## src/rtl/mem_arbiter_if.sv

```systemverilog
`default_nettype none
// ============================================================================
// Module      : mem_arbiter_if
// Description : Bundle of the two requester ports and the shared RAM bus
//               handled by mem_arbiter.
// Revision    : 1.0 - initial release
// ============================================================================
interface mem_arbiter_if #(
    parameter int N = 16,
    parameter int A = 16
);
    // Requester port 0 (core) and port 1 (loader/debug)
    logic         req0;
    logic         req1;
    logic         we0;
    logic         we1;
    logic [A-1:0] addr0;
    logic [A-1:0] addr1;
    logic [N-1:0] wdata0;
    logic [N-1:0] wdata1;
    logic         ack0;
    logic         ack1;
    logic         gnt0;
    logic         gnt1;
    logic [N-1:0] rdata0;
    logic [N-1:0] rdata1;

    // Shared single-ported RAM
    logic         mem_cs;
    logic         mem_we;
    logic [A-1:0] mem_addr;
    logic [N-1:0] mem_wdata;
    logic [N-1:0] mem_rdata;

    logic         busy;

    // Arbiter side
    modport slave (
        input  req0, req1, we0, we1, addr0, addr1, wdata0, wdata1, mem_rdata,
        output ack0, ack1, gnt0, gnt1, rdata0, rdata1,
               mem_cs, mem_we, mem_addr, mem_wdata, busy
    );

    // Requesters plus RAM side
    modport master (
        output req0, req1, we0, we1, addr0, addr1, wdata0, wdata1, mem_rdata,
        input  ack0, ack1, gnt0, gnt1, rdata0, rdata1,
               mem_cs, mem_we, mem_addr, mem_wdata, busy
    );
endinterface
`default_nettype wire

```

## src/rtl/mem_arbiter.sv

```systemverilog
`default_nettype none
// ============================================================================
// Module      : mem_arbiter
// Description : Two-port round-robin arbiter sharing one synchronous RAM with
//               one-cycle read latency. Every transaction runs ACC, WAIT,
//               RESP; all outputs are registered.
// Revision    : 1.0 - initial release
// ============================================================================
module mem_arbiter #(
    parameter int N = 16,
    parameter int A = 16
) (
    input  wire logic     clk,
    input  wire logic     rst,      // asynchronous, active-low
    mem_arbiter_if.slave  bus
);

    typedef enum logic [1:0] {
        S_IDLE = 2'd0,
        S_ACC  = 2'd1,
        S_WAIT = 2'd2,
        S_RESP = 2'd3
    } state_t;

    state_t       r_state,     w_state;
    logic         r_last,      w_last;      // most recently granted port
    logic         r_win,       w_win;       // port owning the current transaction
    logic         r_win_we,    w_win_we;    // current transaction is a write
    logic         r_ack0,      w_ack0;
    logic         r_ack1,      w_ack1;
    logic         r_gnt0,      w_gnt0;
    logic         r_gnt1,      w_gnt1;
    logic [N-1:0] r_rdata0,    w_rdata0;
    logic [N-1:0] r_rdata1,    w_rdata1;
    logic         r_mem_cs,    w_mem_cs;
    logic         r_mem_we,    w_mem_we;
    logic [A-1:0] r_mem_addr,  w_mem_addr;
    logic [N-1:0] r_mem_wdata, w_mem_wdata;
    logic         r_busy,      w_busy;

    logic         w_req0_eff;
    logic         w_req1_eff;
    logic         w_grant;
    logic         w_pick;

    // Arbitration: only IDLE and RESP may grant; in RESP the port just acked is masked
    always_comb begin
        w_req0_eff = 1'b0;
        w_req1_eff = 1'b0;
        if (r_state == S_IDLE) begin
            w_req0_eff = bus.req0;
            w_req1_eff = bus.req1;
        end else if (r_state == S_RESP) begin
            w_req0_eff = bus.req0 & r_win;
            w_req1_eff = bus.req1 & ~r_win;
        end
        w_grant = w_req0_eff | w_req1_eff;
        w_pick  = (w_req0_eff & w_req1_eff) ? ~r_last : w_req1_eff;
    end

    // State and registered-output register
    always_ff @(posedge clk or negedge rst) begin
        if (!rst) begin
            r_state     <= S_IDLE;
            r_last      <= 1'b1;
            r_win       <= 1'b0;
            r_win_we    <= 1'b0;
            r_ack0      <= 1'b0;
            r_ack1      <= 1'b0;
            r_gnt0      <= 1'b0;
            r_gnt1      <= 1'b0;
            r_rdata0    <= '0;
            r_rdata1    <= '0;
            r_mem_cs    <= 1'b0;
            r_mem_we    <= 1'b0;
            r_mem_addr  <= '0;
            r_mem_wdata <= '0;
            r_busy      <= 1'b0;
        end else begin
            r_state     <= w_state;
            r_last      <= w_last;
            r_win       <= w_win;
            r_win_we    <= w_win_we;
            r_ack0      <= w_ack0;
            r_ack1      <= w_ack1;
            r_gnt0      <= w_gnt0;
            r_gnt1      <= w_gnt1;
            r_rdata0    <= w_rdata0;
            r_rdata1    <= w_rdata1;
            r_mem_cs    <= w_mem_cs;
            r_mem_we    <= w_mem_we;
            r_mem_addr  <= w_mem_addr;
            r_mem_wdata <= w_mem_wdata;
            r_busy      <= w_busy;
        end
    end

    // Next state and next values of every registered output
    always_comb begin
        w_state     = r_state;
        w_last      = r_last;
        w_win       = r_win;
        w_win_we    = r_win_we;
        w_ack0      = 1'b0;
        w_ack1      = 1'b0;
        w_gnt0      = r_gnt0;
        w_gnt1      = r_gnt1;
        w_rdata0    = r_rdata0;
        w_rdata1    = r_rdata1;
        w_mem_cs    = 1'b0;
        w_mem_we    = 1'b0;
        w_mem_addr  = r_mem_addr;
        w_mem_wdata = r_mem_wdata;

        case (r_state)
            S_IDLE, S_RESP: begin
                if (w_grant) begin
                    // Load the winner's request onto the RAM bus
                    w_state     = S_ACC;
                    w_last      = w_pick;
                    w_win       = w_pick;
                    w_win_we    = w_pick ? bus.we1 : bus.we0;
                    w_gnt0      = ~w_pick;
                    w_gnt1      = w_pick;
                    w_mem_cs    = 1'b1;
                    w_mem_we    = w_pick ? bus.we1 : bus.we0;
                    w_mem_addr  = w_pick ? bus.addr1 : bus.addr0;
                    w_mem_wdata = w_pick ? bus.wdata1 : bus.wdata0;
                end else begin
                    w_state = S_IDLE;
                    w_gnt0  = 1'b0;
                    w_gnt1  = 1'b0;
                end
            end
            S_ACC: begin
                // RAM samples the bus at this edge; select drops by default
                w_state = S_WAIT;
            end
            S_WAIT: begin
                // Read data is valid now; writes leave rdata untouched
                if (!r_win_we) begin
                    if (r_win) w_rdata1 = bus.mem_rdata;
                    else       w_rdata0 = bus.mem_rdata;
                end
                w_ack0  = ~r_win;
                w_ack1  = r_win;
                w_state = S_RESP;
            end
            default: begin
                w_state = S_IDLE;
            end
        endcase

        w_busy = (w_state != S_IDLE);
    end

    assign bus.ack0      = r_ack0;
    assign bus.ack1      = r_ack1;
    assign bus.gnt0      = r_gnt0;
    assign bus.gnt1      = r_gnt1;
    assign bus.rdata0    = r_rdata0;
    assign bus.rdata1    = r_rdata1;
    assign bus.mem_cs    = r_mem_cs;
    assign bus.mem_we    = r_mem_we;
    assign bus.mem_addr  = r_mem_addr;
    assign bus.mem_wdata = r_mem_wdata;
    assign bus.busy      = r_busy;

endmodule
`default_nettype wire

```

## src/flat_wrapper.sv

```systemverilog
// flat-port wrapper written by rule: the top's interface ports become plain ports
module mem_arbiter_flat 
#(
    parameter int N = 16,
    parameter int A = 16
)
  (clk, rst, bus_req0, bus_req1, bus_we0, bus_we1, bus_addr0, bus_addr1, bus_wdata0, bus_wdata1, bus_mem_rdata, bus_ack0, bus_ack1, bus_gnt0, bus_gnt1, bus_rdata0, bus_rdata1, bus_mem_cs, bus_mem_we, bus_mem_addr, bus_mem_wdata, bus_busy);
  mem_arbiter_if #(.N(N), .A(A)) bus_i ();
  input  wire logic clk;
  input  wire logic rst;
  input wire logic [$bits(bus_i.req0)-1:0] bus_req0;
  input wire logic [$bits(bus_i.req1)-1:0] bus_req1;
  input wire logic [$bits(bus_i.we0)-1:0] bus_we0;
  input wire logic [$bits(bus_i.we1)-1:0] bus_we1;
  input wire logic [$bits(bus_i.addr0)-1:0] bus_addr0;
  input wire logic [$bits(bus_i.addr1)-1:0] bus_addr1;
  input wire logic [$bits(bus_i.wdata0)-1:0] bus_wdata0;
  input wire logic [$bits(bus_i.wdata1)-1:0] bus_wdata1;
  input wire logic [$bits(bus_i.mem_rdata)-1:0] bus_mem_rdata;
  output wire logic [$bits(bus_i.ack0)-1:0] bus_ack0;
  output wire logic [$bits(bus_i.ack1)-1:0] bus_ack1;
  output wire logic [$bits(bus_i.gnt0)-1:0] bus_gnt0;
  output wire logic [$bits(bus_i.gnt1)-1:0] bus_gnt1;
  output wire logic [$bits(bus_i.rdata0)-1:0] bus_rdata0;
  output wire logic [$bits(bus_i.rdata1)-1:0] bus_rdata1;
  output wire logic [$bits(bus_i.mem_cs)-1:0] bus_mem_cs;
  output wire logic [$bits(bus_i.mem_we)-1:0] bus_mem_we;
  output wire logic [$bits(bus_i.mem_addr)-1:0] bus_mem_addr;
  output wire logic [$bits(bus_i.mem_wdata)-1:0] bus_mem_wdata;
  output wire logic [$bits(bus_i.busy)-1:0] bus_busy;
  assign bus_i.req0 = bus_req0;
  assign bus_i.req1 = bus_req1;
  assign bus_i.we0 = bus_we0;
  assign bus_i.we1 = bus_we1;
  assign bus_i.addr0 = bus_addr0;
  assign bus_i.addr1 = bus_addr1;
  assign bus_i.wdata0 = bus_wdata0;
  assign bus_i.wdata1 = bus_wdata1;
  assign bus_i.mem_rdata = bus_mem_rdata;
  assign bus_ack0 = bus_i.ack0;
  assign bus_ack1 = bus_i.ack1;
  assign bus_gnt0 = bus_i.gnt0;
  assign bus_gnt1 = bus_i.gnt1;
  assign bus_rdata0 = bus_i.rdata0;
  assign bus_rdata1 = bus_i.rdata1;
  assign bus_mem_cs = bus_i.mem_cs;
  assign bus_mem_we = bus_i.mem_we;
  assign bus_mem_addr = bus_i.mem_addr;
  assign bus_mem_wdata = bus_i.mem_wdata;
  assign bus_busy = bus_i.busy;
  mem_arbiter #(.N(N), .A(A)) u_core (.clk(clk), .rst(rst), .bus(bus_i));
endmodule
```

## config.mk

```make
export PLATFORM = sky130hd
export DESIGN_NAME = mem_arbiter_flat
export DESIGN_NICKNAME = d
export VERILOG_FILES = /design/src/rtl/mem_arbiter_if.sv /design/src/rtl/mem_arbiter.sv /design/src/flat_wrapper.sv
export SDC_FILE = /design/constraint.sdc
export NUM_CORES = 1
export LEC_CHECK = 0
export CORE_ASPECT_RATIO = 1.25
export CORE_UTILIZATION = 30
export DETAILED_ROUTE_END_ITERATION = 12
export PLACE_DENSITY = 0.65
export SLEW_MARGIN = 25
export SYNTH_ARGS = -nofsm -noshare
export SYNTH_HDL_FRONTEND = slang
export SYNTH_SLANG_ARGS = --single-unit
export TNS_END_PERCENT = 20
```

## constraint.sdc

```tcl
create_clock -name clk -period 3.7 [get_ports clk]
set_input_delay 0.37 -clock clk [delete_from_list [all_inputs] [get_ports clk]]
set_output_delay 0.37 -clock clk [all_outputs]
set_load 0.01 [all_outputs]
```

==> impl_metrics.yaml <==
routing:
  wirelength_um: 7330
  vias: 2301
  drt_iter0_drc: 48
  firstDrtPassIters: 3
  vias_per_cell: 4.54
  wl_per_cell_um: 14.4
  post-route-drc-count: 0
  ant_nets: 0
setup_path:
  end_kind: "flip-flop"
  worstReg2RegStart: "u_core.r_state[1]$_DFF_PN0_"
  crit_chain: "ha_1, nor2b_4, o211ai_4, buf_4, mux2_2, mux2_2"
  slowest_delay_ns: 0.69
  cp.required_ns: 3.90
  critPathSlowestCell: "o211ai_4"
  arrival_ns: 2.84
  start_kind: "flip-flop"
  startpoint: "u_core.r_state[1]$_DFF_PN0_"
  cp_common_cell: "mux2_2"
  cp_max_fo: 22
  worstSetupPathType: "flip-flop to flip-flop"
grt:
  grt.total_usage_pct: 13.0
  antenna_found_initial: 0
  gr-total-overflow: 0
  grt.busiest_layer: "met2"
  grt_max_degree: 77
  met1_usage_pct: 15.2
  grtUsageMet2_pct: 21.9
  grt_pass1_wl_um: 12200
  grt_pass1_vias: 2489
  grt_use_met3_pct: 4.28
pwr:
  internal_power_mw: 3.21
  powerDensity_mw_per_mm2: 857
  swShare_pct: 29.7
  ir_drop_v: 0.000350
  switchingPower_mw: 1.35
  power_frac_seq_pct: 32.3
  p_leak_nw: 2.26
  totalPowerFinal_mw: 4.56
  combPwrFrac_pct: 49.4
  clock_power_share_pct: 18.3
finish:
  fin_nets: 459
  final.fill_count: 960
  drive_gt1_share_pct: 29.9
  num_antenna_cells: 0
  multiInputGateArea_mm2: 0.00137
  syn_to_final_growth_pct: 58.2
  ff_latch_area_mm2: 0.00190
worst_hold_path:
  worstHoldPathType: "input port to async pin"
floorplan:
  start_util_pct: 31.2
  ios: 157
  rows: 42
  fp.coreArea_mm2: 0.0108
  die_x_um: 96.7
  die_area_mm2: 0.0116
  dieHeight_um: 120
clocking:
  clk_pin_slew_worst_paths_ns: 0.06
  clock_latency_ns: 0.32
  clockBufferDepth: 2
  post_cts_resized: 0
  tritoncts: "built"
  root_buffer: "clkbuf_16"
  cts_buffers: 9
  h-tree-depth: 3
  post_cts_buffers: 0
  cts_hold_buf: 0
  cts_num_sinks: 76
logic_synthesis:
  synthesis.instances: 211
  syn_area_mm2: 0.00336
  syn_nets: 300
  synth_cell_types: 25
  ys_ff_latch: 76
  yosysWarnings: 0
  yosysSeqAreaShare_pct: 56.6
  syn_avg_cell_area_um2: 15.9
timing:
  worst_slew_pin_slew_ns: 0.873
  finalCriticalPeriod_ns: 2.63
  tns_ns: 0
  setup_violations: 0
  whs_ns: 0.0445
  worst_slack_ns: 1.07
  slew-limit-headroom_pct: 41.6
  final_max_slew_viol_count: 0
  fin_worst_skew_ns: 0.00585
  finalHoldViolCount: 0
  max_freq_ghz: 0.380
  post-route-period-util_pct: 71.2
  rsz0062_at_grt: "false"
placed_design:
  pre_cts_slack_ns: 1.00
  gp_congestion: 0.670
  hpwl_um: 5320
  portBuffers: 156
outcome:
  run_status: "finished clean"
flow_run:
  drv_cap: 0
==> placed cells by master (no fill, tap or decap), drive strengths merged, types with 3 or more instances in the layout <==
| cell type | synthesis | final |
|---|---|---|
| clkdlybuf4s50 | 0 | 155 |
| mux2 | 96 | 96 |
| dfrtp | 75 | 75 |
| clkbuf | 0 | 11 |
| inv | 5 | 5 |
| ha | 3 | 3 |
| clkinv | 0 | 3 |
| nor2b | 3 | 3 |
| buf | 10 | 3 |
==> worst paths after layout <==
path / to / slack, ns / cells after the start
setup / recovery: u_core.bus.mem_addr[12]$_DFFE_PN0P_ / 1.07 / 6
hold / removal: u_core.bus.rdata0[4]$_DFFE_PN0P_ / 0.04 / 1
setup reg to reg: u_core.bus.mem_addr[12]$_DFFE_PN0P_ / 1.07 / 6
hold reg to reg: u_core.r_last$_DFFE_PN1P_ / 0.49 / 2
max in group asynchronous: u_core.bus.rdata0[5]$_DFFE_PN0P_ / 3.12 / 1
min in group clk: u_core.r_last$_DFFE_PN1P_ / 0.49 / 2
==> Yosys cell counts, drive strengths merged <==
cell	instances	area, um2
a21o	2	15.0
a21oi	1	8.76
a22o	1	8.76
and2	1	6.26
and3	1	6.26
buf	10	77.6
dfrtp	75	1880
dfstp	1	26.3
ha	3	37.5
inv	5	18.8
mux2	96	1170
mux2i	2	20.0
nand2	2	7.51
nand3	2	10.0
nand3b	1	7.51
nor2b	3	26.3
o211ai	1	21.3
o21ai	2	10.0
o22ai	2	12.5
==> state kept, by name, summed over array words and instances (netlist names) <==
name	flops
u_core.bus.ack1	1
u_core.bus.mem_addr	16
u_core.r_last	1
u_core.bus.mem_wdata	16
u_core.bus.rdata1	16
u_core.r_win_we	1
u_core.bus.mem_we	1
u_core.r_state	2
u_core.bus.busy	1
u_core.bus.gnt1	1
u_core.r_win	1
u_core.bus.mem_cs	1
u_core.bus.rdata0	16
u_core.bus.ack0	1
u_core.bus.gnt0	1
==> per-stage QoR <==
step / cells / utilization [%] / instance area, um2
5_1_grt: 507 / 49.4 / 5320
3_5_place_dp: 491 / 46.7 / 5030
6_report: 507 / 49.4 / 5320
2_1_floorplan: 211 / - / 3360
4_1_cts: 507 / 49.4 / 5320
3_3_place_gp: 491 / 46.7 / 5030
==> area by class of cell <==
type	count	share of cell area (%)
Clock buffer	11	4.37
Clock inverter	5	0.987
Tap cell	132	3.10
Inverter	5	0.353
Sequential cell	76	35.8
Timing Repair Buffer	158	29.6
Multi-Input combinational cell	120	25.8
==> critical path: cells and delay by family (launching register included) <==
family | cells | cell delay [ns]
AO/OA/AOI/OAI | 1 | 0.69
multiplexers | 2 | 0.64
buffers and inverters | 1 | 0.41
AND/OR/NAND/NOR | 1 | 0.14
flip-flops | 1 | 0.40
adder cells (fa/ha/maj) | 1 | 0.21
==> logic make-up (layout without fill, tap and decap cells) <==
kind of cell,Yosys count,after routing,share of synthesized area (%)
mux,98,98,35.3
fa+ha+maj,3,3,1.12
buf+inv,15,179,2.86
compound gates,9,9,2.27
flops,76,76,56.6
simple gates,10,10,1.90
==> power by group through the flow <==
| stage | clock, mW | sequential (mW) | combinational (mW) |
|---|---|---|---|
| 2_1_floorplan | 0 | 1.66 | 1.07 |
| 3_3_place_gp | 0 | 1.48 | 2.26 |
| 3_5_place_dp | 0 | 1.49 | 2.30 |
| 4_1_cts | 0.864 | 1.48 | 2.30 |
| 5_1_grt | 0.888 | 1.54 | 2.42 |
| 6_report | 0.833 | 1.47 | 2.25 |
==> metal layers <==
| layer | vias to the layer above | part of all wire [%] |
|---|---|---|
| li1 | 1068 | - |
| met4 | 0 | 1.6 |
| met5 | - | 0 |
| met1 | 1125 | 41 |
| met3 | 10 | 7.7 |
| met2 | 98 | 50 |
(Power assumes the default switching activity.)
